===== src/rtl/spi_pkg.sv =====
// spi_pkg: types and constants shared by the SPI master and slave.
// Mode 0 only: sclk idles low, data sampled on the rising edge.
package spi_pkg;

  typedef enum logic {
    IDLE  = 1'b0,
    SHIFT = 1'b1
  } spi_state_e;

  localparam int SPI_DATA_W = 8;
  localparam bit SPI_CPOL   = 1'b0;
  localparam bit SPI_CPHA   = 1'b0;

endpackage


===== src/rtl/spi_sync_edge.sv =====
// spi_sync_edge: multi-flop pin synchroniser plus history flop.
// rise/fall compare the synchronised value with the history flop.
module spi_sync_edge #(
  parameter int   SYNC_STAGES = 2,
  parameter logic RESET_VAL   = 1'b0
) (
  input  logic clk,
  input  logic reset,
  input  logic d,
  output logic sync,
  output logic rise,
  output logic fall
);

  logic [SYNC_STAGES-1:0] sync_q;
  logic                   hist_q;

  always_ff @(posedge clk or negedge reset) begin
    if (!reset) begin
      sync_q <= {SYNC_STAGES{RESET_VAL}};
      hist_q <= RESET_VAL;
    end else begin
      sync_q <= {sync_q[SYNC_STAGES-2:0], d};
      hist_q <= sync_q[SYNC_STAGES-1];
    end
  end

  assign sync = sync_q[SYNC_STAGES-1];
  assign rise = sync & ~hist_q;
  assign fall = ~sync & hist_q;

endmodule


===== src/rtl/spi_slave_rx.sv =====
// spi_slave_rx: oversampled SPI mode-0 slave, MSB first.
// Resyncs the pins into clk, deserialises mosi and serialises a reply on miso.
module spi_slave_rx
  import spi_pkg::*;
#(
  parameter int DATA_W      = SPI_DATA_W,
  parameter int SYNC_STAGES = 2
) (
  input  logic              clk,
  input  logic              reset,
  input  logic              sclk,
  input  logic              ss,
  input  logic              mosi,
  output logic              miso,
  input  logic [DATA_W-1:0] tx_data,
  input  logic              tx_valid,
  output logic              tx_ready,
  output logic [DATA_W-1:0] rx_data,
  output logic              rx_valid,
  output logic              tx_underrun,
  output logic              frame_err,
  output logic              busy
);

  localparam int            CW       = $clog2(DATA_W + 1);
  localparam logic [CW-1:0] CNT_FULL = CW'(DATA_W);

  logic unused_sclk_sync, sclk_rise, sclk_fall;
  logic unused_ss_sync, ss_rise, ss_fall;
  logic mosi_s, unused_mosi_rise, unused_mosi_fall;

  spi_sync_edge #(
    .SYNC_STAGES(SYNC_STAGES),
    .RESET_VAL  (1'b0)
  ) u_sync_sclk (
    .clk  (clk),
    .reset(reset),
    .d    (sclk),
    .sync (unused_sclk_sync),
    .rise (sclk_rise),
    .fall (sclk_fall)
  );

  spi_sync_edge #(
    .SYNC_STAGES(SYNC_STAGES),
    .RESET_VAL  (1'b1)
  ) u_sync_ss (
    .clk  (clk),
    .reset(reset),
    .d    (ss),
    .sync (unused_ss_sync),
    .rise (ss_rise),
    .fall (ss_fall)
  );

  spi_sync_edge #(
    .SYNC_STAGES(SYNC_STAGES),
    .RESET_VAL  (1'b0)
  ) u_sync_mosi (
    .clk  (clk),
    .reset(reset),
    .d    (mosi),
    .sync (mosi_s),
    .rise (unused_mosi_rise),
    .fall (unused_mosi_fall)
  );

  spi_state_e state_q, state_d;

  logic [CW-1:0]     bit_cnt_q, bit_cnt_d, cnt_inc;
  logic [DATA_W-1:0] tx_sh_q, tx_sh_d;
  logic [DATA_W-1:0] rx_sh_q, rx_sh_d, rx_next;
  logic [DATA_W-1:0] hold_q, hold_d;
  logic [DATA_W-1:0] rx_data_q, rx_data_d;
  logic              full_q, full_d;
  logic              rx_valid_q, underrun_q, frame_err_q;
  logic              load, shift_tx, sample, abort;
  logic              capture, byte_done;

  always_ff @(posedge clk or negedge reset) begin
    if (!reset) state_q <= IDLE;
    else        state_q <= state_d;
  end

  always_comb begin
    state_d = state_q;
    unique case (state_q)
      IDLE:  if (ss_fall) state_d = SHIFT;
      SHIFT: if (ss_rise) state_d = IDLE;
    endcase
  end

  // ss edges outrank sclk edges; in IDLE sclk is ignored entirely
  always_comb begin
    load     = 1'b0;
    shift_tx = 1'b0;
    sample   = 1'b0;
    abort    = 1'b0;
    unique case (state_q)
      IDLE:  load = ss_fall;
      SHIFT: begin
        if (ss_rise) begin
          abort = 1'b1;
        end else if (sclk_rise) begin
          sample = 1'b1;
        end else if (sclk_fall) begin
          if (bit_cnt_q != '0) shift_tx = 1'b1;
          else                 load     = 1'b1;
        end
      end
    endcase
  end

  always_comb begin
    cnt_inc   = bit_cnt_q + CW'(1);
    byte_done = sample && (cnt_inc == CNT_FULL);
    rx_next   = {rx_sh_q[DATA_W-2:0], mosi_s};
    capture   = tx_valid && !full_q;
    bit_cnt_d = bit_cnt_q;
    tx_sh_d   = tx_sh_q;
    rx_sh_d   = rx_sh_q;
    rx_data_d = rx_data_q;
    hold_d    = hold_q;
    full_d    = full_q;
    if (abort) bit_cnt_d = '0;
    if (sample) begin
      rx_sh_d   = rx_next;
      bit_cnt_d = byte_done ? '0 : cnt_inc;
    end
    if (byte_done) rx_data_d = rx_next;
    if (shift_tx)  tx_sh_d   = tx_sh_q << 1;
    if (load) begin
      tx_sh_d = full_q ? hold_q : '0;
      full_d  = 1'b0;
    end
    // an accepted handshake always lands, even beside an underrun load
    if (capture) begin
      hold_d = tx_data;
      full_d = 1'b1;
    end
  end

  always_ff @(posedge clk or negedge reset) begin
    if (!reset) begin
      bit_cnt_q   <= '0;
      tx_sh_q     <= '0;
      rx_sh_q     <= '0;
      hold_q      <= '0;
      rx_data_q   <= '0;
      full_q      <= 1'b0;
      rx_valid_q  <= 1'b0;
      underrun_q  <= 1'b0;
      frame_err_q <= 1'b0;
    end else begin
      bit_cnt_q   <= bit_cnt_d;
      tx_sh_q     <= tx_sh_d;
      rx_sh_q     <= rx_sh_d;
      hold_q      <= hold_d;
      rx_data_q   <= rx_data_d;
      full_q      <= full_d;
      rx_valid_q  <= byte_done;
      underrun_q  <= load && !full_q;
      frame_err_q <= abort && (bit_cnt_q != '0);
    end
  end

  assign busy        = (state_q == SHIFT);
  assign miso        = busy & tx_sh_q[DATA_W-1];
  assign tx_ready    = ~full_q;
  assign rx_data     = rx_data_q;
  assign rx_valid    = rx_valid_q;
  assign tx_underrun = underrun_q;
  assign frame_err   = frame_err_q;

endmodule


===== config.mk =====
export PLATFORM = sky130hd
export DESIGN_NAME = spi_slave_rx
export DESIGN_NICKNAME = d
export VERILOG_FILES = /design/src/rtl/spi_pkg.sv /design/src/rtl/spi_sync_edge.sv /design/src/rtl/spi_slave_rx.sv
export SDC_FILE = /design/constraint.sdc
export NUM_CORES = 1
export LEC_CHECK = 0
export CAP_MARGIN = 0
export CORE_MARGIN = 3
export CORE_UTILIZATION = 55
export CTS_CLUSTER_SIZE = 16
export DETAILED_ROUTE_END_ITERATION = 16
export DONT_BUFFER_PORTS = 1
export PLACE_DENSITY = 0.76
export SYNTH_ARGS = -nofsm -noshare
export SYNTH_HDL_FRONTEND = slang
export SYNTH_SLANG_ARGS = --single-unit

===== constraint.sdc =====
create_clock -name clk -period 1.5 [get_ports clk]
set_input_delay 0.3 -clock clk [delete_from_list [all_inputs] [get_ports clk]]
set_output_delay 0.3 -clock clk [all_outputs]
set_load 0.05 [all_outputs]

Word level (Yosys, flattened, before mapping) --
Cells that the tools add are included.
Storage, ports and cells: bits of input ports 14, register bits after elaboration 48
Operators by class: equality and inequality tests 1, reductions and logical operators 9, mux-type cells 26, bitwise operators 11, add/subtract/negate cells 1
Operators with widths (number):
- 2-to-1 mux 8 bit | 3
- 2-to-1 mux 1 bit | 18
- 2-to-1 mux 4 bit | 3
- inverter 1 bit | 6
- nonzero test 2 bit | 3
- bitwise AND 1 bit | 5
- adder 4 x 1 -> 4 bit (second input constant) | 1
- == test 4 bit (second input constant) | 1
- logical AND 1 bit | 4
- one-hot mux 1 bit (2 select lines) | 2
- nonzero test 4 bit | 1
- logical NOT 1 bit | 1

Longest topological paths before layout --
depth in word-level cells 8, depth in mapped cells 6, mapped depth without buffers 5

By module --
From an unflattened synthesis, not the netlist that was laid out.
Unflattened totals: cells, all modules 176, area total of the unflattened synthesis 2030.7 µm²
By module, submodules not included:
- spi_slave_rx | cells an instance 161, sequential area each 1001.0 µm², instances 1, area each 1756.7 µm²
- spi_sync_edge (u_sync_mosi ...) | cells an instance 5, sequential area each 75.1 µm², instances 2, area each 90.1 µm²
- spi_sync_edge (u_sync_ss) | cells an instance 5, sequential area each 78.8 µm², instances 1, area each 93.8 µm²

Least setup slack after synthesis --
No wires, ideal clock.
path kind register to register, from register state_q (netlist: busy), to register rx_data_q[0] (netlist: rx_data[0]), buffers on the path 2, stages on the path, launching flop included 6, slack -251 ps, setup time 125 ps, data required time 1375 ps, period minus slack after synthesis 1751 ps, arrival time 1626 ps, cells stage by stage dfrtp_1 buf_2 and3_1 buf_4 nand4_4 mux2_2
Between the ends: word-level cells in the longest chain between the ends 2
Ends and longest elaborated chain:
- start: declaration | RTL line spi_slave_rx.sv:68 | spi_state_e state_q, state_d;
- start signal: assignment | RTL line spi_slave_rx.sv:82 | else state_q <= state_d;
- 2-to-1 mux 1 bit | RTL line spi_slave_rx.sv:99 | unique case (state_q)
- logical AND 1 bit | RTL line spi_slave_rx.sv:116 | byte_done = sample && (cnt_inc == CNT_FULL);
- end signal: assignment | RTL line spi_slave_rx.sv:159 | rx_data_q <= rx_data_d;
- end: declaration | RTL line spi_slave_rx.sv:74 | logic [DATA_W-1:0] rx_data_q, rx_data_d;
Every way passes these cells. A chain may end at the register's enable or synchronous reset.

Final worst setup path --
from register u_sync_ss.hist_q, to register rx_data_q[6] (netlist: rx_data[6])
Between the ends: word-level cells in the longest chain between the ends 5
Ends and longest elaborated chain:
- start: declaration | RTL line spi_sync_edge.sv:16 | logic hist_q;
- start signal: assignment | RTL line spi_sync_edge.sv:24 | hist_q <= sync_q[SYNC_STAGES-1];
- inverter 1 bit | RTL line spi_sync_edge.sv:29 | assign rise = sync & ~hist_q;
- bitwise AND 1 bit | RTL line spi_sync_edge.sv:29
- 2-to-1 mux 1 bit | RTL line spi_slave_rx.sv:102 | if (ss_rise) begin
- 2-to-1 mux 1 bit | RTL line spi_slave_rx.sv:99
- logical AND 1 bit | RTL line spi_slave_rx.sv:116
Every way passes these cells.

==> summary.md <==
| Metric | Value |
|---|---|
| Status | `completed` |
| Tmin final | `1500 ps` |
| Final hold violations | `0` |
| Router iterations before antenna repair | `5` |
| Compound-Gate Fraction of Synth Area | `0.0722` |
| Largest net degree at the start of global routing | `49` |
| Vias/cell | `5.48` |
| Prevailing post-synth register cell | `dfrtp_1` |
| Skew final | `17.5 ps` |
| Register Area | `~1200 um^2` |
| Cts bufs inserted | `5` |
| Top post-synthesis cells by count | `dfrtp_1, nand2_1, mux2_2, o21ai_0, and2_1` |
| Final hold slack | `about 70 ps` |
| Synth Area in Adders | `0.0127` |
| Dominant cell type by area after synthesis | `dfrtp_1` |
| Hold Path Class | `primary input to flop` |
| Syn_area_per_cell | `12.0 um^2` |
| RSZ-0062 raised after global routing | `yes` |
| RD Place Congestion | `0.801` |
| Critical Path Source | `u_sync_ss.hist_q` |
| Post-synthesis xor/xnor area fraction | `0.00443` |
| Vias in the first global route | `about 1300` |
| Worst-skew pair later-pin latency | `370 ps` |
| Worst endpoint required time | `1770 ps` |
| Most frequent cell after synthesis | `dfrtp_1` |
| Routed vias | `1294` |
| Final-report setup violation count | `0` |
| Max clock buf depth | `2` |
| Total Nets Final | `205` |
| Fmax achieved | `0.668 GHz` |
| Rows | `21` |
| Final wirelength | `3850 um` |
| Pwr per Cell Area | `1550 nW/um^2` |
| Largest family of logic cells by synthesized area | `simple AND/OR/NAND/NOR gates` |
| Hold wc startpoint | `tx_data[7]` |
| Post-synthesis sequential area ratio | `0.609` |
| Detail Route Antenna Nets | `0` |
| Synth top area share | `0.570` |
| Die W | `66.0 um` |
| Clk sinks | `48` |
| Die height | `66.0 um` |
| Mapped Cells | `165` |
| DP HPWL | `between 2000 and 2500 um` |
| DIE AREA | `4350 um^2` |
| Gr ovfl total | `0` |
| Cell Area, Synth | `1980 um^2` |
| Post-synth ARST share | `1.00` |
| Synth cell types | `32` |
| Root Driver | `clkbuf_4` |
| Post-Synth Simple-Gate Area | `0.151` |
| TritonCTS clock tree | `built` |
| Share of post-route cells with drive strength above 1 | `0.358` |
| Syn nets | `181` |
| Area of the multi-input gates | `837 um^2` |
| WP data arrival | `1760 ps` |
| Seq cells post-synth | `48` |
| Post-synthesis mux area share | `0.127` |
| Final instance area | `2450 um^2` |
| Leak | `1.16 nW` |
| First-pass GRT wire length | `6200 um` |
| Crit Path Class | `flop to flop` |
| WL per Instance | `16.3 um` |
| Worst setup EP type | `flop` |
| Slew @ Worst Pin | `495 ps` |
| Port-buffer cells | `0` |
| Fill count | `around 220` |
| # diodes | `0` |
| Crit start category | `flop` |
| Max-Cap Viols | `0` |
| Initial DRC count | `87` |
| Final worst setup slack | `2.11 ps` |
| Synthesis-to-layout area growth | `23.8%` |
| Tot GR Track Use | `0.194` |
| Initial antenna violation count | `0` |
| IO Pins | `28` |
| Slew HR | `0.670` |
| Dpl ws | `-107 ps` |
| Setup TNS | `0 ps` |
| CTS clk-pin slew, worst paths | `140 ps` |
| Slew Limit Fails | `0` |
| Max VDD drop | `1190 uV` |
| Tcrit/Tclk final | `0.999` |
| Drc violations | `0` |
| Post-synth EDFFs | `0` |
| Post-DP Area | `2090 um^2` |
| Core Area | `3390 um^2` |
| Initial Util | `0.583` |
| Synth area leaders | `dfrtp_1, mux2_2, nand2_1` |
| R2R Path Start | `u_sync_ss.hist_q` |
| CP Max Fanout | `5` |
| CTS H-Tree Depth | `2` |
| Synth warn | `0` |
[registers in the layout (all words and copies together) (netlist names), 2 cells and up]
name / flops
hold_q: 8
rx_data: 8
tx_sh_q: 8
rx_sh_q: 7
bit_cnt_q: 4
u_sync_mosi.sync_q: 2
u_sync_sclk.sync_q: 2
u_sync_ss.sync_q: 2
[final cells by class]
class / count / area share
inverter: 5 / 0.00920
timing repair buffer: 22 / 0.0946
clock inverter: 2 / 0.0158
sequential: 48 / 0.494
tap: 46 / 0.0235
clock buffer: 6 / 0.0210
multi-input combinational: 107 / 0.342
[layer usage]
| metal | wire length, um | share of wire | track usage |
|---|---|---|---|
| met3 | 181 | 0.047 | 0.0612 |
| met1 | 1650 | 0.43 | 0.233 |
| met5 | 0 | 0 | 0 |
| met2 | 1950 | 0.51 | 0.322 |
| met4 | 69 | 0.018 | 0.0838 |
[worst paths after layout]
kind | endpoint | slack [ps] | cells past startpoint
setup / recovery | rx_data[6] | 2 | 4
hold reg to reg | u_sync_mosi.sync_q[1] | 370 | 0
min in group asynchronous | busy | 420 | 2
setup reg to reg | rx_data[6] | 2 | 4
hold / removal | hold_q[7] | 70 | 1
max in group asynchronous | u_sync_ss.sync_q[0] | 810 | 2
[through the flow]
step / cells / total power, mW / utilization
2_1_floorplan: 165 / 2.47 / -
3_3_place_gp: 213 / 2.68 / 0.617
3_5_place_dp: 213 / 2.73 / 0.617
4_1_cts: 228 / 3.63 / 0.687
5_1_grt: 236 / 4.03 / 0.722
6_report: 236 / 3.80 / 0.722
[timing repair]
action | CTS | global route
endpoints found under the hold margin | 51 | 0
hold buffers | 5 | 0
buffers inserted | 1 | 9
setup endpoints to repair | 19 | 21
gates cloned | 1 | 0
pin swaps | 2 | 4
resized for setup | 10 | 22
[power breakdown]
part	leakage, nW	internal (mW)	switching [mW]
Clock	0.0484	0.400	0.408
Combinational	0.503	0.590	0.578
Sequential	0.607	1.61	0.214
[cell families after synthesis]
logic type,Yosys count
fa+ha+maj,2
xor+xnor,1
simple gates,59
compound gates,21
mux,23
flops,48
buf+inv,11
[worst max-delay path, cell delays in order, from the launching register on]
cell	delay, ps
dfstp_2	570
nand2b_4	130
and3_4	230
nand4_4	140
mux2_4	330
[cell usage in the layout (no fill, tap or decap), types with 3 or more instances in the layout]
cell type,n
dfrtp_1,42
nand2_1,35
mux2_2,15
buf_4,12
and2_1,7
o21ai_0,5
mux2i_1,5
o21ai_1,5
clkbuf_4,5
dlygate4sd3_1,4
inv_1,3
dfrtp_2,3
buf_6,3
dfstp_2,3
Power figures use the tool's default switching activity.
